--- src/rtl/seg7_pkg.sv ---
// ============================================================================
// seg7_pkg : glyph constants, bit-order constants and the code-to-glyph function
// Optional feature macro: SEG7_HEX_EN (codes 10..15 shown as A b C d E F)
// Revision : 1.0
// ============================================================================
`default_nettype none

package seg7_pkg;

   localparam int SEG_GLYPH_W = 7;   // {g,f,e,d,c,b,a}
   localparam int SEG_DP_BIT  = 7;   // dp sits above the glyph in ledCode

   localparam logic [6:0] SEG_0     = 7'h40;
   localparam logic [6:0] SEG_1     = 7'h79;
   localparam logic [6:0] SEG_2     = 7'h24;
   localparam logic [6:0] SEG_3     = 7'h30;
   localparam logic [6:0] SEG_4     = 7'h19;
   localparam logic [6:0] SEG_5     = 7'h12;
   localparam logic [6:0] SEG_6     = 7'h02;
   localparam logic [6:0] SEG_7     = 7'h78;
   localparam logic [6:0] SEG_8     = 7'h00;
   localparam logic [6:0] SEG_9     = 7'h10;
   localparam logic [6:0] SEG_A     = 7'h08;
   localparam logic [6:0] SEG_B     = 7'h03;
   localparam logic [6:0] SEG_C     = 7'h46;
   localparam logic [6:0] SEG_D     = 7'h21;
   localparam logic [6:0] SEG_E     = 7'h06;
   localparam logic [6:0] SEG_F     = 7'h0E;
   localparam logic [6:0] SEG_BLANK = 7'h7F;

   typedef enum logic {
      PHASE_ON  = 1'b0,
      PHASE_OFF = 1'b1
   } blink_phase_t;

   function automatic logic [6:0] hex_to_seg(input logic [3:0] code);
      logic [6:0] seg;
      case (code)
         4'd0:    seg = SEG_0;
         4'd1:    seg = SEG_1;
         4'd2:    seg = SEG_2;
         4'd3:    seg = SEG_3;
         4'd4:    seg = SEG_4;
         4'd5:    seg = SEG_5;
         4'd6:    seg = SEG_6;
         4'd7:    seg = SEG_7;
         4'd8:    seg = SEG_8;
         4'd9:    seg = SEG_9;
`ifdef SEG7_HEX_EN
         4'd10:   seg = SEG_A;
         4'd11:   seg = SEG_B;
         4'd12:   seg = SEG_C;
         4'd13:   seg = SEG_D;
         4'd14:   seg = SEG_E;
         4'd15:   seg = SEG_F;
`endif
         default: seg = SEG_BLANK;
      endcase
      return seg;
   endfunction

endpackage

`default_nettype wire

--- src/rtl/seg7_decoder.sv ---
// ============================================================================
// seg7_decoder : combinational 4-bit code to active-low 7-segment glyph
// Revision : 1.0
// ============================================================================
`default_nettype none

module seg7_decoder
   import seg7_pkg::*;
(
   input  logic [3:0]             code,
   output logic [SEG_GLYPH_W-1:0] seg_n
);

   assign seg_n = hex_to_seg(code);

endmodule

`default_nettype wire

--- src/rtl/seg7_scan_driver.sv ---
// ============================================================================
// seg7_scan_driver : 8-digit multiplexed common-anode driver with dots/blink
// Optional feature macro: SEG7_HEX_EN (hex glyphs for codes 10..15)
// Revision : 1.0
// ============================================================================
`default_nettype none

module seg7_scan_driver
   import seg7_pkg::*;
#(
   parameter int SCAN_DIV  = 50_000,
   parameter int BLINK_DIV = 12_500_000
)(
   input  logic       clk,
   input  logic       reset,
   input  logic [3:0] led0,
   input  logic [3:0] led1,
   input  logic [3:0] led2,
   input  logic [3:0] led3,
   input  logic [3:0] led4,
   input  logic [3:0] led5,
   input  logic [3:0] led6,
   input  logic [3:0] led7,
   input  logic [7:0] dot,
   input  logic [7:0] blink,
   output logic [7:0] ledCode,
   output logic [7:0] an
);

   // A divider of 1 still needs a 1-bit counter that stays at zero.
   localparam int SCAN_W  = (SCAN_DIV  > 1) ? $clog2(SCAN_DIV)  : 1;
   localparam int BLINK_W = (BLINK_DIV > 1) ? $clog2(BLINK_DIV) : 1;
   localparam logic [SCAN_W-1:0]  SCAN_LAST  = SCAN_W'(SCAN_DIV - 1);
   localparam logic [BLINK_W-1:0] BLINK_LAST = BLINK_W'(BLINK_DIV - 1);

   logic [SCAN_W-1:0]      scan_cnt;
   logic [BLINK_W-1:0]     blink_cnt;
   logic [2:0]             index;
   blink_phase_t           phase;
   logic [3:0]             cur_code;
   logic [SEG_GLYPH_W-1:0] cur_seg;
   logic                   blanked;

   always_comb begin
      cur_code = led0;
      case (index)
         3'd0: cur_code = led0;
         3'd1: cur_code = led1;
         3'd2: cur_code = led2;
         3'd3: cur_code = led3;
         3'd4: cur_code = led4;
         3'd5: cur_code = led5;
         3'd6: cur_code = led6;
         3'd7: cur_code = led7;
      endcase
   end

   assign blanked = blink[index] && (phase == PHASE_OFF);

   seg7_decoder u_decoder (
      .code  (cur_code),
      .seg_n (cur_seg)
   );

   always_ff @(posedge clk or posedge reset) begin
      if (reset) begin
         scan_cnt  <= '0;
         blink_cnt <= '0;
         index     <= 3'd0;
         phase     <= PHASE_ON;
         an        <= 8'hFF;
         ledCode   <= 8'hFF;
      end else begin
         if (scan_cnt == SCAN_LAST) begin
            scan_cnt <= '0;
            index    <= index + 3'd1;
         end else begin
            scan_cnt <= scan_cnt + 1'b1;
         end

         // Independent of the scan counter so coincident wraps both apply.
         if (blink_cnt == BLINK_LAST) begin
            blink_cnt <= '0;
            phase     <= (phase == PHASE_ON) ? PHASE_OFF : PHASE_ON;
         end else begin
            blink_cnt <= blink_cnt + 1'b1;
         end

         if (blanked) begin
            an      <= 8'hFF;
            ledCode <= 8'hFF;
         end else begin
            an                            <= ~(8'b1 << index);
            ledCode[SEG_DP_BIT]           <= ~dot[index];
            ledCode[SEG_GLYPH_W-1:0]      <= cur_seg;
         end
      end
   end

endmodule

`default_nettype wire

--- config.mk ---
export PLATFORM = sky130hd
export DESIGN_NAME = seg7_scan_driver
export DESIGN_NICKNAME = d
export VERILOG_FILES = /design/src/rtl/seg7_pkg.sv /design/src/rtl/seg7_decoder.sv /design/src/rtl/seg7_scan_driver.sv
export SDC_FILE = /design/constraint.sdc
export NUM_CORES = 1
export LEC_CHECK = 0
export CAP_MARGIN = 20
export CORE_ASPECT_RATIO = 1.2
export CORE_MARGIN = 2
export CORE_UTILIZATION = 40
export CTS_CLUSTER_SIZE = 8
export DETAILED_ROUTE_END_ITERATION = 8
export GPL_TIMING_DRIVEN = 0
export SYNTH_ARGS = -nofsm -noshare
export SYNTH_HDL_FRONTEND = slang
export SYNTH_HIERARCHICAL = 1
export SYNTH_SLANG_ARGS = --single-unit
--- constraint.sdc ---
create_clock -name clk -period 5.1 [get_ports clk]
set_input_delay 1.02 -clock clk [delete_from_list [all_inputs] [get_ports clk]]
set_output_delay 1.02 -clock clk [all_outputs]
set_load 0.01 [all_outputs]
==> flow_summary.ini <==
[run_status]
status = finished, final reports clean

[critical_path]
worstPathCellList = buf_6, inv_1, ha_1, clkbuf_1, a221oi_1, a21oi_1, a221oi_1, a21oi_1, inv_1, ha_1, or2_1, a21oi_2, a31oi_1, nand2b_1
crit_path_top_delay_cell = dfrtp_1
end_kind = flop
crit_required_ns = 5.36
startpoint = index[0]
reg2reg_slack_ns = 2.00
slowest_delay_ns = 0.42
cp_num_cells = 14
reg2reg_to = ledCode[3]
cp_data_arrival_time_ns = 3.37
crit_type = reg2reg
rr_startpoint = index[0]
crit_end = ledCode[3]
crit_family = compound AO/OA/AOI/OAI gates
cp_max_fo = 10
path_buf_inv = 4
reg2reg_depth = 14
start_kind = flop

[finish]
seqCellArea_um2 = 1520
syn2layout_area_growth_pct = 29.2
post-route-util_pct = 53.9
drive_above_1_share_pct = 14.1
final_cell_mix = clkdlybuf4s50_1 (65), dfrtp_1 (44), nor2_1 (28)
antenna_cells = 0
final_common_cell = clkdlybuf4s50_1
layout.nets = 449
final_cell_count_no_fill = 483
multi_input_area_um2 = 1580
fill_cells = 737

[min_path]
min_path_type = reg2reg

[timing]
final-max-slew-violation-count = 0
tightest_slew_ns = 0.545
setup_violations = 0
tns_ns = 0
slew_headroom_pct = 63.5
skew_ns = 0.0106
max_freq_ghz = 0.322
finalCriticalPeriod_ns = 3.10
setup_ws_ns = 2.00
fin_crit_sh_pct = 60.9
hold_violations = 0
rsz0062_at_grt = no

[clock_tree]
cts_sinks = 60
cts_tree = built
cts_root_buffer = clkbuf_8
clk_latency_ns = 0.33
htreeDepth = 3
cts_made_buffers = 9
clk_pin_slew_ns = 0.07
cts_buffer_depth = 2
postCtsResizedCells = 0
cts_setup_buffers = 0
holdBufCountCts = 0

[logic_synthesis]
synth-async-reset-ratio_pct = 100
synth_top_cell_by_area = dfrtp_1
synthCells = 309
yosysSeqAreaShare_pct = 47.0
synth_warnings = 6
postSynthAreaPerCell_um2 = 10.5
syn_area_um2 = 3240
synth_area_leaders = dfrtp_1 (34%), dfstp_2 (13%), ha_1 (5.0%)
synth_seq_cells = 60
synth.top_cell.area_share_pct = 34.0
synthesis.nets = 372
yosys_most_used_dff = dfrtp_1
synth_edf_count = 0
synth_cell_types = 49

[grt]
grt_overflow_total = 0
antenna_found_initial = 0
grt_pass1_vias = 2568
grt_max_degree = 45
grt_pass1_wl_um = 11500
grt_usage_pct = 16.8

[die]
ios = 66
die_h_um = 103
die-area_um2 = 8830
die_x_um = 86.1
fp-row-count = 35
fp.coreArea_um2 = 7750
initial_core_util_pct = 41.7

[placement]
dpl.hpwl_um = 5190
dp_slack_ns = 1.79
dp_cells = 467
gp_congestion = 0.771
io_buffer_count = 65

[routing]
vias_per_cell = 5.27
route.detailed.drc = 0
vias = 2547
drtPass1Iterations = 4
drt-initial-drc-count = 83
routed_wl_um = 6890
final_antenna_net_count = 0
wl_per_cell_um = 14.3

[power]
power.density_nw_per_um2 = 221
p_leak_nw = 1.78
fin_total_pwr_w = 0.000926
vdd_drop_max_uv = 143

[job]
cap_violations = 0
[flip-flops by register name, summed over array words and instances, names as in the netlist]
signal	cells
phase	1
index	3
blink_cnt	24
ledCode	8
scan_cnt	16
an	8
[cells in the mapped netlist, types with 5 or more instances]
cell type and n:
nand2_1 24, o31ai_1 6, or4_1 6, a221oi_1 8, nand2b_1 12, nand3_1 17
inv_1 12, dfrtp_1 44, dfstp_2 16, nand4_1 7, a21oi_1 21, buf_6 5
xor2_1 13, xnor2_1 15, nor2_1 28, o21ai_0 9, ha_1 13
[worst reg2reg max path, delay by kind of cell, from the launching register on]
kind / cells / cell delay (ns)
and+or+nand+nor: 2 / 0.36
AOI/OAI and AO/OA: 6 / 1.02
DFF: 1 / 0.42
buffers and inverters: 4 / 0.84
adders and majority gates: 2 / 0.39
[cells by family after synthesis]
group	Yosys count	share of synthesized area [%]
XOR/XNOR	28	7.58
adder cells (fa/ha/maj)	13	5.03
AO/OA/AOI/OAI	52	10.8
AND/OR/NAND/NOR	126	22.1
flip-flops	60	47.0
buffers and inverters	24	4.02
multiplexers	6	3.44
[final cells by class]
type,instances,area share [%]
multi-input cells,225,37.9
clock buffers,11,3.14
plain buffers,11,1.94
inverters,13,1.17
well taps,92,2.75
flip-flops and latches,60,36.4
repair buffers,66,16.0
clock inverters,5,0.688
[report_power, final]
group          internal [W]  total (W)  leakage (nW)  switching (W)
logic             0.0000547  0.0000856         0.936      0.0000309
clock network      0.000174   0.000353        0.0868       0.000180
registers          0.000485   0.000487         0.754     0.00000178
[stage by stage]
stage	area [um2]	hold WS (ns)
detailed placement	4020	0.471
global placement	4000	0.461
floorplan	3240	0.444
global route	4180	0.496
CTS	4180	0.480
finish	4180	0.478
[how the worst min path moves through the flow]
stage / from / end / slack (ns) / cells after the start
5_1_grt: blink_cnt[0] / blink_cnt[0] / 0.50 / 1
3_3_place_gp: scan_cnt[0] / scan_cnt[0] / 0.46 / 1
4_1_cts: blink_cnt[0] / blink_cnt[0] / 0.48 / 1
2_1_floorplan: scan_cnt[0] / scan_cnt[0] / 0.44 / 1
6_report: blink_cnt[0] / blink_cnt[0] / 0.48 / 1
3_5_place_dp: blink_cnt[0] / blink_cnt[0] / 0.47 / 1
[routing by layer]
layer | global-route usage (%) | up-vias | share of wire, %
met5 | 0 | - | 0
met4 | 6.59 | 0 | 0.86
met3 | 3.60 | 6 | 3.6
met2 | 29.0 | 59 | 50
met1 | 20.5 | 1215 | 45
li1 | - | 1267 | -
(Power assumes the default switching activity.)
